File: config.mk
export PLATFORM = sky130hd
export DESIGN_NAME = gcd_host
export DESIGN_NICKNAME = d
export VERILOG_FILES = /design/src/rtl/gcd_host.sv
export SDC_FILE = /design/constraint.sdc
export NUM_CORES = 1
export LEC_CHECK = 0
export ABC_AREA = 1
export CAP_MARGIN = 25
export CORE_ASPECT_RATIO = 0.9
export CORE_UTILIZATION = 38
export DETAILED_ROUTE_END_ITERATION = 8
export GPL_TIMING_DRIVEN = 1
export HOLD_SLACK_MARGIN = 0.08
export PLACE_DENSITY = 0.86
export SYNTH_ARGS = -nofsm -noshare
export SYNTH_HDL_FRONTEND = slang
export SYNTH_SLANG_ARGS = --single-unit
File: constraint.sdc
create_clock -name i_clk -period 1.2 [get_ports i_clk]
set_input_delay 0.36 -clock i_clk [delete_from_list [all_inputs] [get_ports i_clk]]
set_output_delay 0.36 -clock i_clk [all_outputs]
set_load 0.02 [all_outputs]
File: src/rtl/gcd_host.sv
// Host sequencer for a 7-bit GCD engine: accepts one operand pair, starts the engine, returns the result.
// Optional GCD_TIMEOUT_EN macro aborts a run after TIMEOUT_CYCLES wait cycles with rsp_err=1.
module gcd_host #(
    parameter int TIMEOUT_CYCLES = 300
) (
    input  logic       i_clk,
    input  logic       i_rst_n,
    input  logic       i_req_valid,
    output logic       o_req_ready,
    input  logic [6:0] i_req_a,
    input  logic [6:0] i_req_b,
    output logic       o_eng_start,
    output logic [6:0] o_eng_a,
    output logic [6:0] o_eng_b,
    input  logic       i_eng_ready,
    input  logic [6:0] i_eng_r,
    output logic       o_rsp_valid,
    input  logic       i_rsp_ready,
    output logic [6:0] o_rsp_gcd,
    output logic       o_rsp_coprime,
    output logic       o_rsp_err
);

    typedef enum logic [2:0] {
        S_IDLE      = 3'd0,
        S_ISSUE     = 3'd1,
        S_WAIT_BUSY = 3'd2,
        S_WAIT_DONE = 3'd3,
        S_RESP      = 3'd4
    } state_t;

    state_t     r_state;
    state_t     w_next;
    logic [6:0] r_eng_a;
    logic [6:0] r_eng_b;
    logic [6:0] r_rsp_gcd;
    logic       r_rsp_coprime;
    logic       w_accept;
    logic       w_done;
    logic       w_waiting;
    logic       w_timeout;

    assign w_accept  = (r_state == S_IDLE) && i_req_valid && i_eng_ready;
    assign w_done    = (r_state == S_WAIT_DONE) && i_eng_ready;
    assign w_waiting = (r_state == S_WAIT_BUSY) || (r_state == S_WAIT_DONE);

`ifdef GCD_TIMEOUT_EN
    localparam int CNT_W = $clog2(TIMEOUT_CYCLES + 1);
    logic [CNT_W-1:0] r_cnt;
    logic             r_rsp_err;

    always_ff @(posedge i_clk or negedge i_rst_n) begin
        if (!i_rst_n) begin
            r_cnt <= '0;
        end else if (r_state == S_ISSUE) begin
            r_cnt <= '0;
        end else if (w_waiting) begin
            r_cnt <= r_cnt + CNT_W'(1);
        end
    end

    // A genuine result sampled in the same cycle as the limit wins over the abort.
    assign w_timeout = w_waiting && (r_cnt == CNT_W'(TIMEOUT_CYCLES - 1)) && !w_done;

    always_ff @(posedge i_clk or negedge i_rst_n) begin
        if (!i_rst_n) begin
            r_rsp_err <= 1'b0;
        end else if (w_done) begin
            r_rsp_err <= 1'b0;
        end else if (w_timeout) begin
            r_rsp_err <= 1'b1;
        end
    end
    assign o_rsp_err = r_rsp_err;
`else
    logic [31:0] w_unused_param;
    assign w_unused_param = 32'(TIMEOUT_CYCLES);
    assign w_timeout      = 1'b0;
    assign o_rsp_err      = 1'b0;
`endif

    always_ff @(posedge i_clk or negedge i_rst_n) begin
        if (!i_rst_n) begin
            r_state <= S_IDLE;
        end else begin
            r_state <= w_next;
        end
    end

    always_comb begin
        w_next = r_state;
        case (r_state)
            S_IDLE:      if (w_accept) w_next = S_ISSUE;
            S_ISSUE:     w_next = S_WAIT_BUSY;
            S_WAIT_BUSY: begin
                if (w_timeout)         w_next = S_RESP;
                else if (!i_eng_ready) w_next = S_WAIT_DONE;
            end
            S_WAIT_DONE: if (w_done || w_timeout) w_next = S_RESP;
            S_RESP:      if (i_rsp_ready) w_next = S_IDLE;
            default:     w_next = S_IDLE;
        endcase
    end

    always_comb begin
        o_req_ready = 1'b0;
        o_eng_start = 1'b0;
        o_rsp_valid = 1'b0;
        case (r_state)
            S_IDLE:  o_req_ready = i_eng_ready;
            S_ISSUE: o_eng_start = 1'b1;
            S_RESP:  o_rsp_valid = 1'b1;
            default: ;
        endcase
    end

    // Operands only load on acceptance, so they stay frozen for the whole run.
    always_ff @(posedge i_clk or negedge i_rst_n) begin
        if (!i_rst_n) begin
            r_eng_a <= '0;
            r_eng_b <= '0;
        end else if (w_accept) begin
            r_eng_a <= i_req_a;
            r_eng_b <= i_req_b;
        end
    end

    always_ff @(posedge i_clk or negedge i_rst_n) begin
        if (!i_rst_n) begin
            r_rsp_gcd     <= '0;
            r_rsp_coprime <= 1'b0;
        end else if (w_done) begin
            r_rsp_gcd     <= i_eng_r;
            r_rsp_coprime <= (i_eng_r == 7'd1);
        end else if (w_timeout) begin
            r_rsp_gcd     <= '0;
            r_rsp_coprime <= 1'b0;
        end
    end

    assign o_eng_a       = r_eng_a;
    assign o_eng_b       = r_eng_b;
    assign o_rsp_gcd     = r_rsp_gcd;
    assign o_rsp_coprime = r_rsp_coprime;

endmodule
==> out/metrics.cfg <==
[run_status]
status = finished with violations
violations = setup timing

[sta]
rsz0062_at_grt = yes
period_needed_ns = 1.60
final-hold-violation-count = 0
finalSetupViolCount = 50
post-route-period-util_pct = 133
post-route-worst-setup-slack_ns = -0.401
maxSlewViolCount = 0
fin_setup_tns_ns = -7.25
finalClockSkew_ns = 0.00852
fmax_mhz = 625

[synthesis]
netlist_area_sq_um = 1230
ys_ff_latch = 25
yosysTopAreaCell = dfrtp_1
synth_nets = 156
netlist_top_cells_area = dfrtp_1, o21ai_2, nand2_1
synth.top_cell.area_share_pct = 51.0
avgSynthCellArea_sq_um = 9.43
ys_seq_area_share_pct = 51.0
post_synth_inst_count = 130
synth_cell_types = 19
synth_warnings = 0

[cells_and_area]
layout_commonest_cell = buf_4
area_growth_pct = 88.8
drive_above_1_share_pct = 57.9
fill_cells = 221
final_nets = 255
seq_area_sq_um = 629
multi_input_area_sq_um = 567
final_util_pct = 75.5
diodes = 0
final_cell_mix = buf_4, buf_6, clkdlybuf4s50_1, dfrtp_1, inv_1

[pwr]
p_comb_share_pct = 65.7
power.switching_mw = 2.22
p_clk_share_pct = 6.8
p_int_mw = 3.37
peakVddDrop_v = 0.00144
seq_power_share_pct = 27.5
p_leak_nw = 1.19
powerDensity_nw_per_um2 = 2410
swShare_pct = 39.7

[floorplanning]
ios = 52
die_w_microns = 61.9
initial_core_util_pct = 40.0
die_h_microns = 55.9
dieArea_sq_um = 3460
rows = 19
core_sq_um = 3070

[route]
post_drt_via_cell_ratio = 4.44
wirelength_mm = 3.30
drt-initial-drc-count = 56
first_pass_iters = 4
drc = 0
vias = 1199
wl_per_cell_microns = 12.2
ant_nets = 0

[setup_path]
required_ns = 0.84
path_class = flip-flop to primary output
crit_fanout = 4
reg2regPathDepth = 7
start_kind = flip-flop
cp.arrival_ns = 1.24
setup.worst_path.end_class = primary output

[placement]
hpwl_mm = 2.10
place_congestion = 0.862
io_buffers = 50

[grt]
grt_pass1_wl_mm = 4.95
antenna_found_initial = 0
grt_max_degree = 29
track_usage_pct = 19.0
grt_pass1_vias = 1188
globalRouteOverflowTotal = 0

[clocking]
htreeDepth = 1
numCtsBuffers = 3
clock_latency_ns = 0.31
cts_tree = yes
clockRootBuffer = clkbuf_4
clk_path_buf_depth = 2
clock-sinks = 25
clkTransAtPathRegs_ns = 0.15

[job]
maxCapViolations = 0

[min_path]
hp-class = input port to async pin

## logic make-up after synthesis
| logic type | Yosys count | synth area share (%) |
|---|---|---|
| AOI/OAI and AO/OA | 22 | 14.5 |
| buffers and inverters | 28 | 11.4 |
| DFF | 25 | 51.0 |
| other | 1 | 0.306 |
| and+or+nand+nor | 54 | 22.8 |
## Yosys cell counts, drive strengths merged
| cell type | number |
|---|---|
| nand2 | 39 |
| nor2 | 6 |
| nor3 | 3 |
| inv | 22 |
| conb | 1 |
| dfrtp | 25 |
| buf | 5 |
| clkinv | 1 |
| nand3 | 5 |
| nor4 | 1 |
| o21ai | 22 |
## critical path, cell delays in order, from the launching register on
cell,delay (ns)
dfrtp_2,0.49
nor4_4,0.26
buf_4,0.18
## flip-flops by register name (all words and copies together) (netlist names)
name           flops
o_eng_a            7
o_eng_b            7
o_rsp_gcd          7
r_state            3
o_rsp_coprime      1
## power by group through the flow
stage          logic [mW]  registers (mW)  clock network [mW]
2_1_floorplan        1.03            1.90                   0
3_3_place_gp         2.62            1.47                   0
3_5_place_dp         2.70            1.50                   0
4_1_cts              3.26            1.53               0.390
5_1_grt              3.89            1.58               0.425
6_report             3.67            1.54               0.382
## layer usage
metal  up-vias  part of all wire, %  global-route usage, %
met1       578                   40                   22.3
met4         0                 0.61                   5.40
met5         -                    0                      0
met2        26                   57                   35.0
li1        593                    -                      -
met3         2                  2.3                   1.86
## area by class of cell
| class | instances | share of cell area (%) |
|---|---|---|
| Sequential cell | 25 | 27.2 |
| Tap cell | 42 | 2.27 |
| Inverter | 23 | 3.95 |
| Clock buffer | 3 | 0.973 |
| Clock inverter | 1 | 0.216 |
| Multi-Input combinational cell | 78 | 24.5 |
| Timing Repair Buffer | 98 | 40.9 |
## stage by stage
step | instances | setup slack (ns) | instance area (sq um) | hold slack (ns) | power (mW)
after floorplan | 130 | -0.0453 | 1270 | 0.0644 | 2.93
after global placement | 239 | -0.808 | 1950 | 0.464 | 4.09
after detailed placement | 239 | -0.845 | 1950 | 0.464 | 4.20
after CTS | 259 | -0.409 | 2170 | 0.375 | 5.17
after global routing | 270 | -0.452 | 2310 | 0.362 | 5.90
final | 270 | -0.401 | 2310 | 0.371 | 5.59
## final timing paths
path	slack, ns	to	from
min in group i_clk	0.53	r_state[2]	i_eng_ready
min reg2reg	0.54	o_eng_b[5]	o_eng_b[5]
max in group asynchronous	0.67	r_state[2]	i_rst_n
max reg2reg	-0.29	o_eng_a[5]	r_state[0]
max	-0.40	o_req_ready	r_state[1]
min	0.37	r_state[1]	i_rst_n
## timing repair
item | 4_1_cts | 5_1_grt
resized for setup | 163 | 16
endpoints found under the setup margin | 50 | 50
pin swaps | 6 | 5
buffers inserted | 15 | 12
hold buffers | 0 | 0
cloned | 1 | 0
Power figures use the tool's default switching activity.
